===== src/rtl/accel_job_sched_pkg.sv =====
// Shared state encoding, accelerator register map offsets and small helpers
// for the accelerator job sequencer.
package accel_job_sched_pkg;

    typedef enum logic [2:0] {
        ST_IDLE   = 3'd0,
        ST_WR_OP  = 3'd1,
        ST_WR_GO  = 3'd2,
        ST_POLL   = 3'd3,
        ST_RD_RES = 3'd4,
        ST_RESP   = 3'd5
    } state_t;

    // Register offsets inside each accelerator window.
    localparam logic [31:0] OFS_OP   = 32'h0000_0000;
    localparam logic [31:0] OFS_GO   = 32'h0000_0004;
    localparam logic [31:0] OFS_STAT = 32'h0000_0008;
    localparam logic [31:0] OFS_RES  = 32'h0000_000C;

    localparam logic [31:0] GO_WORD  = 32'h0000_0001;

    function automatic logic [1:0] onehot2(input logic idx);
        return idx ? 2'b10 : 2'b01;
    endfunction

endpackage


===== src/rtl/accel_job_sched_rr_arbiter2.sv =====
// Two-way round-robin arbiter: combinational grant from the request vector and
// the last-served pointer; the pointer updates when a job is returned.
module rr_arbiter2
    import accel_job_sched_pkg::*;
(
    input  logic       clk,
    input  logic       rst,
    input  logic [1:0] req_valid,
    input  logic       update,
    input  logic       served,
    output logic [1:0] grant,
    output logic       grant_idx
);

    logic last_served;

    always_comb begin
        // NOTE: every output gets a default first, so no path can infer a latch.
        grant_idx = 1'b0;
        case (req_valid)
            2'b10:   grant_idx = 1'b1;
            2'b11:   grant_idx = ~last_served;
            default: grant_idx = 1'b0;
        endcase
        grant = (|req_valid) ? onehot2(grant_idx) : 2'b00;
    end

    // Resetting to 1 lets requester 0 win the first tie.
    always_ff @(posedge clk) begin
        // NOTE: state uses non-blocking assignment so all flops sample pre-edge values.
        if (rst) begin
            last_served <= 1'b1;
        end else if (update) begin
            last_served <= served;
        end
    end

endmodule


===== src/rtl/accel_job_sched.sv =====
// Bus-master job sequencer sharing the factorial and FP accelerators between two
// requesters. Define ACCEL_TIMEOUT_EN to abort jobs that never report done.
module accel_job_sched
    import accel_job_sched_pkg::*;
#(
    parameter logic [31:0] FACT_BASE      = 32'h0000_0800,
    parameter logic [31:0] FP_BASE        = 32'h0000_0A00,
    parameter int unsigned TIMEOUT_CYCLES = 1024
) (
    input  logic        clk,
    input  logic        rst,
    input  logic [1:0]  req_valid,
    output logic [1:0]  req_ready,
    input  logic [1:0]  req_acc,
    input  logic [31:0] req_op0,
    input  logic [31:0] req_op1,
    output logic [1:0]  rsp_valid,
    output logic [31:0] rsp_data,
    output logic        rsp_err,
    output logic [31:0] bus_addr,
    output logic [31:0] bus_wdata,
    output logic        bus_we,
    input  logic [31:0] bus_rdata,
    output logic        busy
);

    state_t      state;
    logic        grant_q;
    logic [31:0] op_q;
    logic [31:0] base_q;
    logic        err_q;

    logic [1:0]  grant;
    logic        grant_idx;
    logic [31:0] sel_op;
    logic [31:0] sel_base;

`ifdef ACCEL_TIMEOUT_EN
    logic [15:0] poll_cnt;
`endif

    rr_arbiter2 u_arb (
        .clk       (clk),
        .rst       (rst),
        .req_valid (req_valid),
        .update    (state == ST_RESP),
        .served    (grant_q),
        .grant     (grant),
        .grant_idx (grant_idx)
    );

    assign req_ready = (state == ST_IDLE && !rst) ? grant : 2'b00;
    assign sel_op    = grant_idx ? req_op1 : req_op0;
    assign sel_base  = req_acc[grant_idx] ? FP_BASE : FACT_BASE;

    // Outputs are registered: each branch loads the values the next state drives.
    always_ff @(posedge clk) begin
        if (rst) begin
            state     <= ST_IDLE;
            grant_q   <= 1'b0;
            op_q      <= '0;
            base_q    <= '0;
            err_q     <= 1'b0;
            rsp_valid <= 2'b00;
            rsp_data  <= '0;
            rsp_err   <= 1'b0;
            bus_addr  <= '0;
            bus_wdata <= '0;
            bus_we    <= 1'b0;
            busy      <= 1'b0;
`ifdef ACCEL_TIMEOUT_EN
            poll_cnt  <= '0;
`endif
        end else begin
            case (state)
                ST_IDLE: begin
                    if (|grant) begin
                        grant_q   <= grant_idx;
                        op_q      <= sel_op;
                        base_q    <= sel_base;
                        bus_addr  <= sel_base + OFS_OP;
                        bus_wdata <= sel_op;
                        bus_we    <= 1'b1;
                        busy      <= 1'b1;
                        state     <= ST_WR_OP;
                    end
                end
                ST_WR_OP: begin
                    bus_addr  <= base_q + OFS_GO;
                    bus_wdata <= GO_WORD;
                    bus_we    <= 1'b1;
                    state     <= ST_WR_GO;
                end
                ST_WR_GO: begin
                    bus_addr  <= base_q + OFS_STAT;
                    bus_wdata <= '0;
                    bus_we    <= 1'b0;
`ifdef ACCEL_TIMEOUT_EN
                    poll_cnt  <= '0;
`endif
                    state     <= ST_POLL;
                end
                ST_POLL: begin
                    if (bus_rdata[0]) begin
                        err_q    <= bus_rdata[1];
                        bus_addr <= base_q + OFS_RES;
                        state    <= ST_RD_RES;
                    end
`ifdef ACCEL_TIMEOUT_EN
                    else if (poll_cnt == 16'(TIMEOUT_CYCLES - 1)) begin
                        rsp_valid <= onehot2(grant_q);
                        rsp_data  <= '0;
                        rsp_err   <= 1'b1;
                        bus_addr  <= '0;
                        state     <= ST_RESP;
                    end else begin
                        poll_cnt <= poll_cnt + 16'd1;
                    end
`endif
                end
                ST_RD_RES: begin
                    rsp_valid <= onehot2(grant_q);
                    rsp_data  <= bus_rdata;
                    rsp_err   <= err_q;
                    bus_addr  <= '0;
                    state     <= ST_RESP;
                end
                ST_RESP: begin
                    rsp_valid <= 2'b00;
                    busy      <= 1'b0;
                    state     <= ST_IDLE;
                end
                default: begin
                    rsp_valid <= 2'b00;
                    bus_addr  <= '0;
                    bus_wdata <= '0;
                    bus_we    <= 1'b0;
                    busy      <= 1'b0;
                    state     <= ST_IDLE;
                end
            endcase
        end
    end

endmodule

===== config.mk =====
export PLATFORM = sky130hd
export DESIGN_NAME = accel_job_sched
export DESIGN_NICKNAME = d
export VERILOG_FILES = /design/src/rtl/accel_job_sched_pkg.sv /design/src/rtl/accel_job_sched_rr_arbiter2.sv /design/src/rtl/accel_job_sched.sv
export SDC_FILE = /design/constraint.sdc
export NUM_CORES = 1
export LEC_CHECK = 0
export ABC_AREA = 1
export CORE_UTILIZATION = 41
export CTS_BUF_LIST = sky130_fd_sc_hd__clkbuf_4 sky130_fd_sc_hd__clkbuf_8 sky130_fd_sc_hd__clkbuf_16
export CTS_CLUSTER_DIAMETER = 30
export CTS_CLUSTER_SIZE = 12
export DETAILED_ROUTE_END_ITERATION = 10
export MAX_ROUTING_LAYER = met4
export PLACE_DENSITY_LB_ADDON = 0.05
export SLEW_MARGIN = 20
export SYNTH_ARGS = -nofsm -noshare
export SYNTH_HDL_FRONTEND = slang
export SYNTH_HIERARCHICAL = 1
export SYNTH_SLANG_ARGS = --single-unit
export TNS_END_PERCENT = 100

===== constraint.sdc =====
create_clock -name clk -period 1.7 [get_ports clk]
set_input_delay 0.255 -clock clk [delete_from_list [all_inputs] [get_ports clk]]
set_output_delay 0.255 -clock clk [all_outputs]
set_load 0.01 [all_outputs]

==> results of run 1 <==
## stage by stage
step	area, µm²	setup WS (ns)
2_1_floorplan	4327	0.2670
3_3_place_gp	6072	-0.3157
3_5_place_dp	6072	-0.3454
4_1_cts	6291	0.02244
5_1_grt	6286	0.03636
6_report	6286	0.1425
## how the worst min path moves through the flow
stage,to,from,cells after the start
CTS,base_q[9]$_SDFFE_PP0P_,base_q[9]$_SDFFE_PP0P_,2
global route,bus_addr[3]$_SDFFE_PP0P_,bus_addr[3]$_SDFFE_PP0P_,2
global placement,base_q[9]$_SDFFE_PP0P_,base_q[9]$_SDFFE_PP0P_,2
detailed placement,base_q[9]$_SDFFE_PP0P_,base_q[9]$_SDFFE_PP0P_,2
floorplan,u_arb/last_served$_SDFFE_PP1P_,rst,2
finish,base_q[9]$_SDFFE_PP0P_,base_q[9]$_SDFFE_PP0P_,2
## cells in the final DEF, fill, tap and decap left out, types with 2 or more instances in the layout
cell type,synthesis,final
a21boi_2,0,3
a21oi_1,46,46
buf_12,3,8
buf_4,30,14
clkbuf_2,0,2
clkbuf_8,0,10
clkdlybuf4s50_1,0,174
clkinv_4,0,2
conb_1,1,28
dfxtp_1,81,80
inv_1,52,52
inv_2,2,3
inv_4,2,2
nand2_1,111,111
nand2_2,22,22
nand2_4,20,20
nand3_1,7,7
nand3_4,2,2
nand4_1,2,2
nor2_1,110,109
nor2_2,20,21
o211ai_1,2,2
o21ai_0,46,46
## flip-flops by register name, summed over array words and instances (netlist names)
signal,flops
bus_wdata,32
rsp_data,32
bus_addr,4
state,3
base_q,2
rsp_valid,2
bus_we,1
busy,1
err_q,1
grant_q,1
rsp_err,1
u_arb/last_served,1
## layout make-up
cell class | instances | area [µm²]
fillers | 865 | 3578
multi-input cells | 422 | 2048
repair buffers | 198 | 2017
flip-flops and latches | 81 | 1623
inverters | 57 | 219.0
well taps | 133 | 166.4
clock buffers | 10 | 137.6
clock inverters | 6 | 75.07
## critical path, stage by stage
cell             delay [ns]
clkdlybuf4s50_1        0.46
a21boi_2               0.19
nor2_1                 0.25
nand3_4                0.12
nand3_4                0.16
buf_12                 0.20
nand2_1                0.07
inv_1                  0.06
nor2_1                 0.04
## repair_timing
item,in CTS,in global routing
endpoints found under the setup margin,2,2
buffers inserted,0,0
cloned,0,0
gates resized for setup,6,5
## cell families (layout without fill, tap and decap cells)
kind of cell | count (synthesis) | in the layout | synth area share [%]
compound gates | 99 | 99 | 12.05
buf+inv | 119 | 271 | 15.87
flops | 81 | 81 | 38.38
other cells | 1 | 28 | 0.08875
simple gates | 295 | 295 | 33.61
## power breakdown
group | total (mW) | switching (mW) | internal (mW) | leakage [nW]
combinational | 1.94 | 0.987 | 0.956 | 1.90
clock | 1.49 | 0.747 | 0.739 | 0.105
sequential | 2.19 | 0.0978 | 2.10 | 0.662
total | 5.62 | 1.83 | 3.79 | 2.67
## layer usage
layer  vias up  routed length, µm
li1       2116                  -
met1      1822               4837
met2       128               5326
met3        13                599
met4         0                167
met5         -                  0
==> metrics, run 1 <==
status finished clean; met2 GRT Util 35.95%; VDD IR-drop max 493.2 µV; post-synthesis async set-or-reset flop share 0%; power per cell area 894.4 mW/mm²; layer with the highest usage met2; Pwr Total 5.622 mW; R2R depth 7; share of post-route cells with drive strength above 1 14.86%; sequential area share after synthesis 38.38%; hold_ws 0.4541 ns; CTS buffer count 9; worst reg2reg path endpoint bus_addr[11]$_SDFFE_PP0P_; number of detailed-route iterations in the first pass 5; WL per Instance 12.05 µm; Commonest cells post-synth nand2_1, nor2_1, dfxtp_1, inv_1; CTS tree done; I/O pins 205; Pleak 2.666 nW; routability cong. 0.8373; # setup viols final 0; CP startpoint kind input pin; placed cells 891; initial antenna violation count 0; fin util 63.72%; initial core utilization 42.83%; Hold Path Class reg2reg; Setup TNS Final 0 ns; Critical path origin req_valid[0]; CP Data Required Time 1.95 ns; Final HPWL DP 8007 µm; # rows 36; drt via density 4.497; initial DRC count 164; final cycle utilization of the critical path 91.62%; Global Route Usage Sum 21.36%; Critical Path Fanout Max 18; Post-synth EDFFs 0; global-route met3 utilization 4.657%; Worst Skew 0.01173 ns; Ys Warns 6; WL final 10,930 µm; PortBufs 176; Slew Viols, Final 0; clk slew on worst S/H paths 0.09 ns; H-tree Lvls 3; Antenna Cells 0; critical setup path kind in2reg; die area 0.01072 mm²; CTS max path bufs 2; Die H 103.5 µm; CP endpoint bus_wdata[19]$_SDFFE_PP0P_; die width 103.5 µm; Post-Synthesis Cell Area 0.004225 mm²; Mean Syn Cell Area 7.101 µm²; grt total ovfl 0; Syn-to-layout area delta 48.77%; count leader, synth nand2_1; RSZ-0062 raised after global routing no; max-cap violations 0; Hold Fails Final Rpt 0; Netlist cell types 28; Fmax 642.1 MHz; CTS Hold Bufs 0; largest net degree at the start of global routing 66; register bit count reported by yosys 81; global-route wire length before repair 18,110 µm; clock latency on the worst-skew pair 0.36 ns; main flop type after synthesis dfxtp_1; Synth area leader dfxtp_1; Worst EP arrival 1.81 ns; crit end category flop; antenna viol nets, final 0; CTS sink cnt 81; via count 4,079; nets@finish 871; DRC 0; CORE AREA 0.009864 mm²; grt met1 use 25.11%; worst reg2reg startpoint state[1]$_SDFFE_PP0P_; Syn Inst Count 595; vias in the first global route 3,867; Yosys top cell area share 38.38%; Clock Tree Root clkbuf_8; post-route insts no fill 907; r2r setup slk 0.20 ns; post-layout min period 1.557 ns; Area contributors post-synth dfxtp_1, nand2_1, nor2_1
Note: power is estimated with default switching activity, not from simulation.
==> run 2: changes to the inputs <==
--- a/config.mk
+++ b/config.mk
@@ -6,7 +6,7 @@
 export NUM_CORES = 1
 export LEC_CHECK = 0
 export ABC_AREA = 1
-export CORE_UTILIZATION = 41
+export CORE_UTILIZATION = 40
 export CTS_BUF_LIST = sky130_fd_sc_hd__clkbuf_4 sky130_fd_sc_hd__clkbuf_8 sky130_fd_sc_hd__clkbuf_16
 export CTS_CLUSTER_DIAMETER = 30
 export CTS_CLUSTER_SIZE = 12
==> run 2 against run 1 <==
Clock skew decreased by 0.0026 ns. Register-to-register slack lost 0.06 ns. Power increased by 2.5%. Global-route usage down 0.25 points.
==> metrics, run 2 (synthesized netlist as in run 1, its figures left out) <==
Top Registers bus_wdata x32, rsp_data x32, bus_addr x4 (unchanged); clock latency on the worst-skew pair 0.35 ns (was 0.36 ns); Slew Viols, Final 0 (unchanged); Met3 Wirelength 588 µm (was 599 µm); Pleak 2.695 nW (was 2.666 nW); CP startpoint kind input pin (unchanged); Hold EP err_q$_SDFFE_PP0P_ (was base_q[9]$_SDFFE_PP0P_); routability cong. 0.8190 (was 0.8373); max-cap violations 0 (unchanged); CTS max path bufs 2 (unchanged); R2R depth 10 (was 7); footprint of the multi-input gates 0.002047 mm² (was 0.002048 mm²); CORE AREA 0.01028 mm² (was 0.009864 mm²); Fillers 922 (was 865); most common cell after layout, fill and taps aside clkdlybuf4s50_1 (unchanged); Met1 Wirelength 5024 µm (was 4837 µm); drt via density 4.467 (was 4.497); initial antenna violation count 0 (unchanged); antenna viol nets, final 0 (unchanged); Fmax 628.6 MHz (was 642.1 MHz); dpl cell area 0.006071 mm² (was 0.006072 mm²); CTS sink cnt 81 (unchanged); clk slew on worst S/H paths 0.08 ns (was 0.09 ns); fin util 61.75% (was 63.72%); fin area 0.006346 mm² (was 0.006286 mm²); final cycle utilization of the critical path 93.58% (was 91.62%); global-route wire length before repair 18,280 µm (was 18,110 µm); WL met2 5446 µm (was 5326 µm); vias in the first global route 3,903 (was 3,867); commonest cells after routing, fill and taps aside clkdlybuf4s50_1, nand2_1, nor2_1, dfxtp_1, inv_1 (unchanged); Pwr Total 5.764 mW (was 5.622 mW); DRC 0 (unchanged); Antenna Cells 0 (unchanged); Critical Path Fanout Max 16 (was 18); worst reg2reg startpoint u_arb/last_served$_SDFFE_PP1P_ (was state[1]$_SDFFE_PP0P_); post-layout min period 1.591 ns (was 1.557 ns); number of detailed-route iterations in the first pass 7 (was 5); Reg area 0.001623 mm² (unchanged); die width 104.8 µm (was 103.5 µm); # rows 37 (was 36); grt total ovfl 0 (unchanged); r2r setup slk 0.14 ns (was 0.20 ns); initial core utilization 41.11% (was 42.83%); Clock Tree Root clkbuf_8 (unchanged); DR top layer met4 (unchanged); Die H 104.8 µm (was 103.5 µm); die area 0.01098 mm² (was 0.01072 mm²); via count 4,078 (was 4,079); power per cell area 908.3 mW/mm² (was 894.4 mW/mm²); Syn-to-layout area delta 50.19% (was 48.77%); Worst EP arrival 1.84 ns (was 1.81 ns); nets@finish 874 (was 871); PortBufs 176 (unchanged); CTS buffer count 9 (unchanged); initial DRC count 231 (was 164); Final HPWL DP 7992 µm (was 8007 µm); CTS Hold Bufs 0 (unchanged); setup bufs post-CTS 0 (unchanged); Hold Path Class reg2reg (unchanged); post-route insts no fill 913 (was 907); hold path depth 2 (unchanged); H-tree Lvls 3 (unchanged); # setup viols final 0 (unchanged); crit end category flop (unchanged); Hold Fails Final Rpt 0 (unchanged); HP Start err_q$_SDFFE_PP0P_ (was base_q[9]$_SDFFE_PP0P_); largest net degree at the start of global routing 39 (was 66); hold_ws 0.4666 ns (was 0.4541 ns); CTS tree done (unchanged); share of post-route cells with drive strength above 1 15.19% (was 14.86%); critical setup path kind in2reg (unchanged); WL per Instance 12.44 µm (was 12.05 µm); VDD IR-drop max 452.9 µV (was 493.2 µV); Worst Skew 0.009145 ns (was 0.01173 ns); status finished clean (unchanged); I/O pins 205 (unchanged); worst reg2reg path endpoint bus_wdata[4]$_SDFFE_PP0P_ (was bus_addr[11]$_SDFFE_PP0P_); RSZ-0062 raised after global routing no (unchanged); WL final 11,360 µm (was 10,930 µm); CP Data Required Time 1.95 ns (about the same); Global Route Usage Sum 21.11% (was 21.36%); placed cells 895 (was 891)
## run 2: how the worst max path moves through the flow
stage | endpoint | startpoint | depth (start not counted) | slack [ns]
3_3_place_gp | bus_wdata[8]$_SDFFE_PP0P_ | req_valid[0] | 11 | -0.32
3_5_place_dp | bus_wdata[4]$_SDFFE_PP0P_ | req_valid[0] | 11 | -0.38
2_1_floorplan | bus_wdata[0]$_SDFFE_PP0P_ | u_arb/last_served$_SDFFE_PP1P_ | 8 | 0.27
6_report | bus_wdata[4]$_SDFFE_PP0P_ | req_valid[0] | 11 | 0.11
4_1_cts | bus_wdata[4]$_SDFFE_PP0P_ | req_valid[0] | 11 | 0.007
5_1_grt | bus_wdata[2]$_SDFFE_PP0P_ | req_valid[1] | 9 | 0.01
## run 2: timing repair
action                     4_1_cts  5_1_grt
gates cloned                     0        2
resized for setup                5        6
setup endpoints to repair        4       43
## run 2: layer usage
layer | track usage (%) | vias up
li1 | - | 2117
met1 | 25.40 | 1819
met2 | 34.63 | 120
met3 | 3.930 | 22
met4 | 8.853 | 0
met5 | - | -
## run 2: area by class of cell
cell class,instances,area share (%)
Clock buffer,10,2.070
Clock inverter,6,1.420
Inverter,57,3.450
Multi-Input combinational cell,422,32.26
Sequential cell,81,25.57
Tap cell,136,2.681
Timing Repair Buffer,201,32.55
## run 2: critical path, cell delays in order
cell and delay [ns]:
clkdlybuf4s50_1 0.50, a21boi_0 0.09, buf_4 0.15, nor2_2 0.15, nand3_4 0.11, nand3_4 0.18
buf_12 0.17, buf_4 0.12, nand2_4 0.04, nand2_2 0.05, nor2_2 0.03
## run 2: stage by stage
stage | setup slack, ns | setup TNS [ns]
floorplan | 0.2670 | 0
global placement | -0.3219 | -8.631
finish | 0.1091 | 0
detailed placement | -0.3770 | -10.94
global route | 0.01338 | 0
CTS | 0.006506 | 0
## run 2: where the power goes
| group | total (mW) | switching (mW) | internal [mW] | leakage, nW |
|---|---|---|---|---|
| sequential | 2.19 | 0.0985 | 2.10 | 0.662 |
| combinational | 1.99 | 1.01 | 0.986 | 1.92 |
| clock | 1.58 | 0.728 | 0.850 | 0.110 |
| total | 5.76 | 1.83 | 3.93 | 2.70 |
